<file path="src/rtl/fifo_serializer.sv">
// fifo_serializer -- pops IN_WIDTH words from an upstream show-ahead FIFO and
// emits them as RATIO beats of OUT_WIDTH bits over a valid/ready interface.
//
// Build option: define FIFO_SERIALIZER_MSB_FIRST_EN to emit the most
// significant slice of each word first; the default build emits LSB first.
//
// Ports
//   clk_i         clock, all state on rising edge
//   rst_ni        synchronous active-low reset
//   flush_i       synchronous flush, drops any held word
//   fifo_empty_i  upstream FIFO empty flag
//   fifo_data_i   upstream FIFO head word (valid while fifo_empty_i=0)
//   fifo_pop_o    pop strobe, one word consumed per cycle high
//   valid_o       output beat valid
//   ready_i       downstream accepts beat
//   data_o        current beat (0 when idle)
//   last_o        current beat is the final beat of its word
//   busy_o        a word is held
module fifo_serializer #(
    parameter int IN_WIDTH  = 32,
    parameter int OUT_WIDTH = 8,
    parameter int RATIO     = IN_WIDTH / OUT_WIDTH
) (
    input  logic                 clk_i,
    input  logic                 rst_ni,
    input  logic                 flush_i,
    input  logic                 fifo_empty_i,
    input  logic [IN_WIDTH-1:0]  fifo_data_i,
    output logic                 fifo_pop_o,
    output logic                 valid_o,
    input  logic                 ready_i,
    output logic [OUT_WIDTH-1:0] data_o,
    output logic                 last_o,
    output logic                 busy_o
);

    localparam int CW = (RATIO > 1) ? $clog2(RATIO) : 1;
    localparam logic [CW-1:0] CNT_LAST = CW'(RATIO - 1);

    // RATIO is derived; reject overrides and widths that do not split evenly.
    if ((IN_WIDTH % OUT_WIDTH) != 0 || RATIO < 2 || RATIO != IN_WIDTH / OUT_WIDTH) begin : g_bad_cfg
        $error("fifo_serializer: IN_WIDTH must be a multiple of OUT_WIDTH with RATIO >= 2");
    end

    typedef enum logic {
        S_IDLE,
        S_SHIFT
    } state_e;

    state_e                state_q, state_d;
    logic [CW-1:0]         cnt_q, cnt_d;
    logic [IN_WIDTH-1:0]   held_q, held_d;

    logic [RATIO-1:0][OUT_WIDTH-1:0] beats;
    logic [CW-1:0]                   sel;
    logic                            shifting;
    logic                            at_last;

    assign beats    = held_q;
    assign shifting = (state_q == S_SHIFT);
    assign at_last  = (cnt_q == CNT_LAST);

`ifdef FIFO_SERIALIZER_MSB_FIRST_EN
    assign sel = CNT_LAST - cnt_q;
`else
    assign sel = cnt_q;
`endif

    assign valid_o = shifting;
    assign busy_o  = shifting;
    assign last_o  = shifting && at_last;
    assign data_o  = shifting ? beats[sel] : '0;

    always_comb begin
        state_d    = state_q;
        cnt_d      = cnt_q;
        held_d     = held_q;
        fifo_pop_o = 1'b0;

        // Reset and flush both suppress the pop combinationally; reset also
        // clears the register state in the flop block below.
        if (!rst_ni || flush_i) begin
            state_d = S_IDLE;
            cnt_d   = '0;
            held_d  = '0;
        end else begin
            unique case (state_q)
                S_IDLE: begin
                    if (!fifo_empty_i) begin
                        fifo_pop_o = 1'b1;
                        held_d     = fifo_data_i;
                        cnt_d      = '0;
                        state_d    = S_SHIFT;
                    end
                end
                S_SHIFT: begin
                    if (ready_i) begin
                        if (!at_last) begin
                            cnt_d = cnt_q + CW'(1);
                        end else if (!fifo_empty_i) begin
                            // Reload on the final handshake so back-to-back
                            // words stream without a bubble.
                            fifo_pop_o = 1'b1;
                            held_d     = fifo_data_i;
                            cnt_d      = '0;
                        end else begin
                            cnt_d   = '0;
                            state_d = S_IDLE;
                        end
                    end
                end
                default: state_d = S_IDLE;
            endcase
        end
    end

    always_ff @(posedge clk_i) begin
        if (!rst_ni) begin
            state_q <= S_IDLE;
            cnt_q   <= '0;
            held_q  <= '0;
        end else begin
            state_q <= state_d;
            cnt_q   <= cnt_d;
            held_q  <= held_d;
        end
    end

endmodule

</file>
<file path="config.mk">
export PLATFORM = sky130hd
export DESIGN_NAME = fifo_serializer
export DESIGN_NICKNAME = d
export VERILOG_FILES = /design/src/rtl/fifo_serializer.sv
export SDC_FILE = /design/constraint.sdc
export NUM_CORES = 1
export LEC_CHECK = 0
export ABC_AREA = 1
export ABC_CLOCK_PERIOD_IN_PS = 1650
export CORE_MARGIN = 2
export CORE_UTILIZATION = 45
export DETAILED_ROUTE_END_ITERATION = 8
export PLACE_DENSITY = 0.83
export SLEW_MARGIN = 20
export SYNTH_ARGS = -nofsm -noshare
export SYNTH_HDL_FRONTEND = slang
export SYNTH_SLANG_ARGS = --single-unit
</file>
<file path="constraint.sdc">
create_clock -name clk_i -period 1.65 [get_ports clk_i]
set_input_delay 0.495 -clock clk_i [delete_from_list [all_inputs] [get_ports clk_i]]
set_output_delay 0.495 -clock clk_i [all_outputs]
set_load 0.01 [all_outputs]
</file>
Word-level counts from Yosys, hierarchy flattened
Cells that the tools add are included.
- bits in registers: 35
- input bits: 37
- output and inout port bits: 12
- logic and storage cells: 36
- add/sub/neg operators: 1
- magnitude comparators: 1
- equal/unequal tests: 4
- multiplexer cells: 19
- bitwise operators: 2
- reductions and logical operators: 6
- operators with widths (operator ; number):
    32-bit 2-to-1 mux ; 3
    32-bit one-hot mux with 2 select lines ; 1
    8-bit binary-select mux with 2-bit select ; 1
    8-bit 2-to-1 mux ; 2
    1-bit 2-to-1 mux ; 6
    2-bit 2-to-1 mux ; 3
    2-bit != test, second input constant ; 2
    1-bit one-hot mux with 2 select lines ; 2
    2-bit one-hot mux with 2 select lines ; 1
    2-bit AND reduction ; 2
    2-bit by 3-bit less-than comparator with 1-bit output, second input constant ; 1
    2-bit by 1-bit adder with 2-bit output, second input constant ; 1
    2-bit == test, second input constant ; 1
    2-bit by 1-bit != test with 1-bit output, second input constant ; 1
    1-bit inverter ; 2
    2-bit OR reduction ; 1
    1-bit logical AND ; 1
    1-bit zero test ; 1
    1-bit logical OR ; 1

Logic depth before layout (Yosys ltp)
Gate-level depths: netlist of the first run.
- depth after elaboration: 5
- depth in mapped cells: 7

Worst setup path after synthesis of the first run
Ideal clock, no wire load.
- path type: reg2out
- from: register cnt_q[0]
- to: output data_o[0]
- arrival time: 1071 ps
- slack: 84 ps
- cell stages (with the launch flop): 7
- buffers on the path: 2
- cells stage by stage: dfxtp_1 > buf_2 > inv_2 > buf_2 > nand2_1 > nand3_1 > a21oi_1
- cells in the longest elaborated chain, start to end: 3
- RTL lines (item ; RTL line ; source):
    start, declared ; 51 ; logic [CW-1:0] cnt_q, cnt_d;
    start signal, assigned ; 124 ; cnt_q <= cnt_d;
    8-bit binary-select mux with 2-bit select ; 72 ; assign data_o = shifting ? beats[sel] : '0;
    8-bit 2-to-1 mux (not written as such) ; 72 ;
    8-bit 2-to-1 mux ; 72 ;
    end, declared ; 32 ; output logic [OUT_WIDTH-1:0] data_o,
Every way passes these cells. The select of a mux whose other input is x is not followed.

Worst setup path after layout of the first run
- from: register cnt_q[0]
- to: output data_o[6]
Same word-level chain as after synthesis.

==> results of run 1 <==
worst min path at each step:
stage / end / slack, ns / depth (start not counted)
final: busy_o$_SDFF_PP0_ / 0.53 / 2
after global routing: busy_o$_SDFF_PP0_ / 0.55 / 2
after global placement: beats[19]$_SDFFE_PP0P_ / 0.53 / 4
after floorplan: beats[10]$_SDFFE_PP0P_ / 0.52 / 4
after detailed placement: beats[19]$_SDFFE_PP0P_ / 0.55 / 4
after CTS: busy_o$_SDFF_PP0_ / 0.53 / 2
worst max-delay path, delay by kind of cell, from the launching register on:
kind	cells	cell delay, ns
AO/OA/AOI/OAI	1	0.14
buffers and inverters	2	0.30
flip-flops	1	0.38
AND/OR/NAND/NOR	2	0.18
report_power, final:
| group | switching, uW | internal (uW) | total (uW) | leakage, uW |
|---|---|---|---|---|
| sequential | 11.9 | 880 | 892 | 0.000288 |
| clock | 312 | 327 | 639 | 0.0000470 |
| combinational | 173 | 194 | 367 | 0.000956 |
layer usage:
| metal | wire length (um) | track usage (%) | share of wire [%] |
|---|---|---|---|
| met2 | 2598 | 38.57 | 48 |
| met1 | 2278 | 28.18 | 42 |
| met5 | 0 | 0 | 0 |
| met3 | 384 | 5.263 | 7.1 |
| met4 | 121 | 10.24 | 2.2 |
through the flow:
stage,std cells,total power (uW)
floorplan,297,1098
global placement,406,1260
global route,414,1986
detailed placement,406,1267
CTS,414,1895
finish,414,1898
Yosys cell counts:
cell type	instances	area (um2)
nor2_1	33	123.9
dfxtp_1	35	700.7
buf_6	5	56.30
nand3_1	49	245.2
buf_2	12	60.06
nand3_2	2	20.02
nand2_4	1	11.26
buf_4	1	7.510
and3_1	1	6.260
nand2_1	69	259.0
ha_1	2	25.02
inv_1	37	138.9
buf_1	1	3.750
a21oi_2	1	8.760
o21ai_0	1	5.000
nor2_2	1	6.260
clkbuf_1	2	7.510
a21oi_1	42	210.2
inv_2	1	3.750
inv_4	1	6.260
registers in the layout, indices dropped and copies added, names as in the netlist:
signal	count
beats	32
busy_o	1
cnt_q	2
logic make-up after synthesis:
logic type               count (synthesis)
AO/OA/AOI/OAI                           44
flip-flops                              35
AND/OR/NAND/NOR                        156
adder cells (fa/ha/maj)                  2
buffers and inverters                   60
cell type report:
type                       instances  area [um2]
multi-input combinational        202        1015
tap                               50       62.56
clock buffer                       6       82.58
fill                             370        1269
timing repair buffer              81       734.5
sequential                        35       706.9
inverter                          39       153.9
clock inverter                     1       5.005
timing repair:
| action | 4_1_cts | 5_1_grt |
|---|---|---|
| resized for setup | 71 | 9 |
| setup buffers | 1 | 0 |
| endpoints found under the setup margin | 12 | 10 |
| pin swaps | 8 | 4 |
| endpoints found under the hold margin | 0 | 0 |
==> impl_metrics.yaml, run 1 <==
worst_setup_path:
  cp_slowest_stage_delay_ns: 0.38
  required_ns: 1.15
  critical_path.max_fanout: 5
  r2r_cells: 6
  reg2reg_setup_slack_ns: 0.14
  critical_path_class: "reg2out"
  worst_r2r_endpoint: "beats[2]$_SDFFE_PP0P_"
  r2r-start: "cnt_q[1]$_SDFFE_PP0P_"
  crit_chain: "buf_4, nand2_1, nand3_2, a21oi_2, buf_2"
  cp-end-kind: "output port"
  crit_end: "data_o[6]"
  cp_data_arrival_time_ns: 1.30
  worstSetupStartpoint: "cnt_q[0]$_SDFFE_PP0P_"
  critical-path-slowest-cell: "dfxtp_4"
  startpoint_type: "flip-flop"
synth:
  synth_compound_area_share_pct: 11.75
  syn_inst: 297
  yosysUniqueCellTypes: 20
  post_synth_fa_ha_maj_area_fraction_pct: 1.313
  postSynthNetCount: 336
  muxShareOfSynthArea_pct: 0
  yosys_register_bits: 35
  synth.yosys.warnings: 0
  post_syn_area_um2: 1906
  yosysSeqAreaShare_pct: 36.77
  syn_area_per_cell_um2: 6.416
  xor_xnor_cell_area_share_of_the_yosys_netlist_pct: 0
  yosys.area_share.simple_pct: 35.26
  synth_top_family_by_area: "simple AND/OR/NAND/NOR gates"
finish:
  n_antenna_cell: 0
  final_core_utilization_pct: 68.51
  design.final.nets: 403
  finalInstanceArea_um2: 2760
  synth_to_final_area_change_pct: 44.85
  most_common_library_cell_in_the_layout_ignoring_fill_and_taps: "nand2_1"
  layout_common_cells: "nand2_1 (63), nand3_1 (41), inv_1 (36)"
  drive_above_1_share_pct: 23.08
timing:
  rsz0062_at_grt: "true"
  timing_hold_violations_final: 0
  max_slew.worst_pin.slew_ns: 0.3548
  totalNegativeSetupSlack_ns: -1.117
  timing_max_transition_violations_final: 0
  post-route-worst-setup-slack_ns: -0.1430
  slew_headroom_pct: 76.35
  achievable-frequency_mhz: 557.7
  finalHoldWorstSlack_ns: 0.5268
  final.period_utilization_pct: 108.7
  period_minus_slack_ns: 1.793
  skew_ns: 0.005788
  timing.final.setup_violations: 9
floorplan:
  die_h_um: 69.08
  boundaryPins: 49
  floorplan.initialDensity_pct: 47.30
  design.die.area_um2: 4771
  core_footprint_um2: 4029
  die_width_um: 69.08
  placement_rows: 23
clock_network:
  cts_tree: "yes"
  cts_num_sinks: 35
  ctsRootBufferMaster: "clkbuf_8"
  cts-htree-levels: 2
  cts_hold_buffers: 0
  clk_path_buf_depth: 2
  worst_skew_pair.late_latency_ns: 0.30
  cts_made_buffers: 5
  clk_pin_slew_worst_setup_hold_paths_ns: 0.06
route:
  vias: 2087
  antenna_left: 0
  routed_wire_length_per_instance_um: 13.00
  postRouteWirelength_mm: 5.384
  drt_iter0_markers: 171
  remaining_drc_errors: 0
  number_of_optimization_iterations_in_the_first_detailed_route_pass: 4
  viasPerCell: 5.041
pwr:
  vdd.ir_drop.worst_v: 0.0004269
  static-leakage-power_uw: 0.001291
  pwr_density_cell_nw_per_um2: 687.8
global_route:
  grt_pass1_wl_mm: 9.066
  grt_antenna_before_repair: 0
  grt_pass1_vias: 2007
  total_congestion_overflow_after_global_routing: 0
  grt_start_max_net_pins: 35
  global_route.usage.total_pct: 23.07
placement:
  gp_congestion: 0.8347
  placed_area_um2: 2616
  detailedPlacementHpwl_mm: 3.469
  io_buffers: 48
  place_ws_ns: -0.6218
outcome:
  status: "finished, violations left"
  failed_checks: "setup timing"
run:
  number_of_violations_of_the_max_capacitance_limit: 0
hold_path:
  hold_path.class: "in2reg"
  hp-start: "fifo_empty_i"
(Power assumes the default switching activity.)
==> run 2, diff against run 1 <==
Settings changed: CAP_MARGIN from default to 20, SLEW_MARGIN 20 to 40.
==> results of run 2 <==
No change in the layout: final DEF, timing and power equal those of run 1.
==> run 3, diff against run 2 <==
Settings changed: RECOVER_POWER from default to 25.
==> run 3 against run 2 <==
Effect of this change:
- the run still ends with setup timing left
- combinational power barely moved
- clock power barely moved
- total power fell by 0.12%
- critical path type unchanged
==> impl_metrics.yaml, run 3 (same netlist as run 1, synthesis figures left out) <==
global_route:
  global_route.usage.total_pct: 23.07
  total_congestion_overflow_after_global_routing: 0
  grt_start_max_net_pins: 35
  grt_pass1_wl_mm: 9.066
  grt_pass1_vias: 2007
  grt_antenna_before_repair: 0
worst_setup_path:
  r2r_cells: 6
  reg2reg_setup_slack_ns: 0.14
  cp-end-kind: "output port"
  cp_data_arrival_time_ns: 1.30
  required_ns: 1.15
  crit_end: "data_o[6]"
  r2r-start: "cnt_q[1]$_SDFFE_PP0P_"
  cp_slowest_stage_delay_ns: 0.38
  critical-path-slowest-cell: "dfxtp_4"
  worstSetupStartpoint: "cnt_q[0]$_SDFFE_PP0P_"
  crit_chain: "buf_4, nand2_1, nand3_2, a21oi_2, buf_2"
  worst_r2r_endpoint: "beats[2]$_SDFFE_PP0P_"
  startpoint_type: "flip-flop"
  critical_path_class: "reg2out"
  critical_path.max_fanout: 5
timing:
  skew_ns: 0.006961
  achievable-frequency_mhz: 557.0
  final.period_utilization_pct: 108.8
  post-route-worst-setup-slack_ns: -0.1453
  rsz0062_at_grt: "true"
  max_slew.worst_pin.slew_ns: 0.6852
  timing.final.setup_violations: 10
  slew_headroom_pct: 54.32
  timing_max_transition_violations_final: 0
  timing_hold_violations_final: 0
  period_minus_slack_ns: 1.795
floorplan:
  design.die.area_um2: 4771
  floorplan.initialDensity_pct: 47.30
  core_footprint_um2: 4029
  die_width_um: 69.08
  boundaryPins: 49
  placement_rows: 23
  die_h_um: 69.08
route:
  routed_wire_length_per_instance_um: 13.00
  remaining_drc_errors: 0
  postRouteWirelength_mm: 5.383
  number_of_optimization_iterations_in_the_first_detailed_route_pass: 5
  vias: 2098
  drt_iter0_markers: 205
  viasPerCell: 5.068
  antenna_left: 0
clock_network:
  clk_pin_slew_worst_setup_hold_paths_ns: 0.06
  cts_hold_buffers: 0
  worst_skew_pair.late_latency_ns: 0.29
  cts_num_sinks: 35
  clk_path_buf_depth: 2
  ctsRootBufferMaster: "clkbuf_8"
  cts-htree-levels: 2
  cts_tree: "yes"
  cts_made_buffers: 5
pwr:
  internal_power_uw: 1400
  vdd.ir_drop.worst_v: 0.0004270
  share_seq_of_total_power_pct: 47.0
  switching_power_uw: 495.9
  p_sw_share_pct: 26.15
  pwr_density_cell_nw_per_um2: 688.2
  power.combinational.fraction_pct: 19.3
  pwr-share-clk_pct: 33.7
  static-leakage-power_uw: 0.001290
finish:
  fillCellCount: 372
  largest_register_ffs: 32
  design.final.nets: 403
  n_antenna_cell: 0
  finalInstanceArea_um2: 2755
  synth_to_final_area_change_pct: 44.58
  final_core_utilization_pct: 68.39
  most_common_library_cell_in_the_layout_ignoring_fill_and_taps: "nand2_1"
  drive_above_1_share_pct: 22.80
  layout_common_cells: "nand2_1 (63), nand3_1 (41), inv_1 (36)"
placement:
  place_ws_ns: -0.6218
  gp_congestion: 0.8347
  detailedPlacementHpwl_mm: 3.469
  io_buffers: 48
  placed_area_um2: 2616
run:
  number_of_violations_of_the_max_capacitance_limit: 0
outcome:
  failed_checks: "setup timing"
  status: "finished, violations left"
hold_path:
  hold_path.class: "in2reg"
run 3: cell types whose count changed in the layout (fill, tap and decap cells not counted):
| cell | delta |
|---|---|
| buf_4 | -1 |
| clkbuf_2 | +1 |
| nor2_1 | +1 |
| nor2_2 | -1 |
run 3: worst max-delay path, delay by kind of cell (launching register included):
kind | cells | cell delay, ns
flops | 1 | 0.38
buf+inv | 2 | 0.30
simple gates | 2 | 0.19
compound gates | 1 | 0.14
run 3: metrics by stage:
stage	hold WS (ns)	std cells	total power (uW)	TNS [ns]
detailed placement	0.5452	406	1267	-7.762
CTS	0.5304	414	1895	-0.8740
global route	0.5506	414	1985	-2.326
finish	0.5335	414	1896	-1.103
floorplan	0.5209	297	1098	0
global placement	0.5346	406	1260	-6.972
run 3: final cells by class:
type	instances	area, um2	share of cell area [%]
multi-input cells	202	1012	36.74
clock buffers	6	82.58	2.997
well taps	50	62.56	2.271
repair buffers	81	732.0	26.57
flip-flops and latches	35	706.9	25.66
clock inverters	1	5.005	0.1817
inverters	39	153.9	5.586
run 3: worst min path at each step:
| stage | from | end | slack (ns) | cells after the start |
|---|---|---|---|---|
| final | fifo_empty_i | busy_o$_SDFF_PP0_ | 0.53 | 2 |
| after global routing | fifo_empty_i | busy_o$_SDFF_PP0_ | 0.55 | 2 |
| after CTS | fifo_empty_i | busy_o$_SDFF_PP0_ | 0.53 | 2 |
| after detailed placement | beats[19]$_SDFFE_PP0P_ | beats[19]$_SDFFE_PP0P_ | 0.55 | 4 |
| after global placement | beats[19]$_SDFFE_PP0P_ | beats[19]$_SDFFE_PP0P_ | 0.53 | 4 |
| after floorplan | beats[10]$_SDFFE_PP0P_ | beats[10]$_SDFFE_PP0P_ | 0.52 | 4 |
run 3: layer usage:
layer,GRT usage (%),vias up,share of wire (%)
li1,-,1070,-
met1,28.18,935,43
met2,38.57,79,48
met3,5.263,14,6.7
met4,10.24,0,2.5
met5,0,-,0
run 3: repair_timing:
action | in CTS | in global routing
cloned | 0 | 0
setup endpoints to repair | 12 | 10
resized for setup | 71 | 9
pin swaps | 8 | 4
endpoints found under the hold margin | 0 | 0
setup buffers | 1 | 0
run 3: power groups by stage:
stage                     Clock (uW)  Sequential (uW)  Combinational, uW
after global placement             0              909                350
final                            638              892                366
after CTS                        642              891                362
after global routing             687              895                403
after detailed placement           0              911                356
after floorplan                    0              909                189
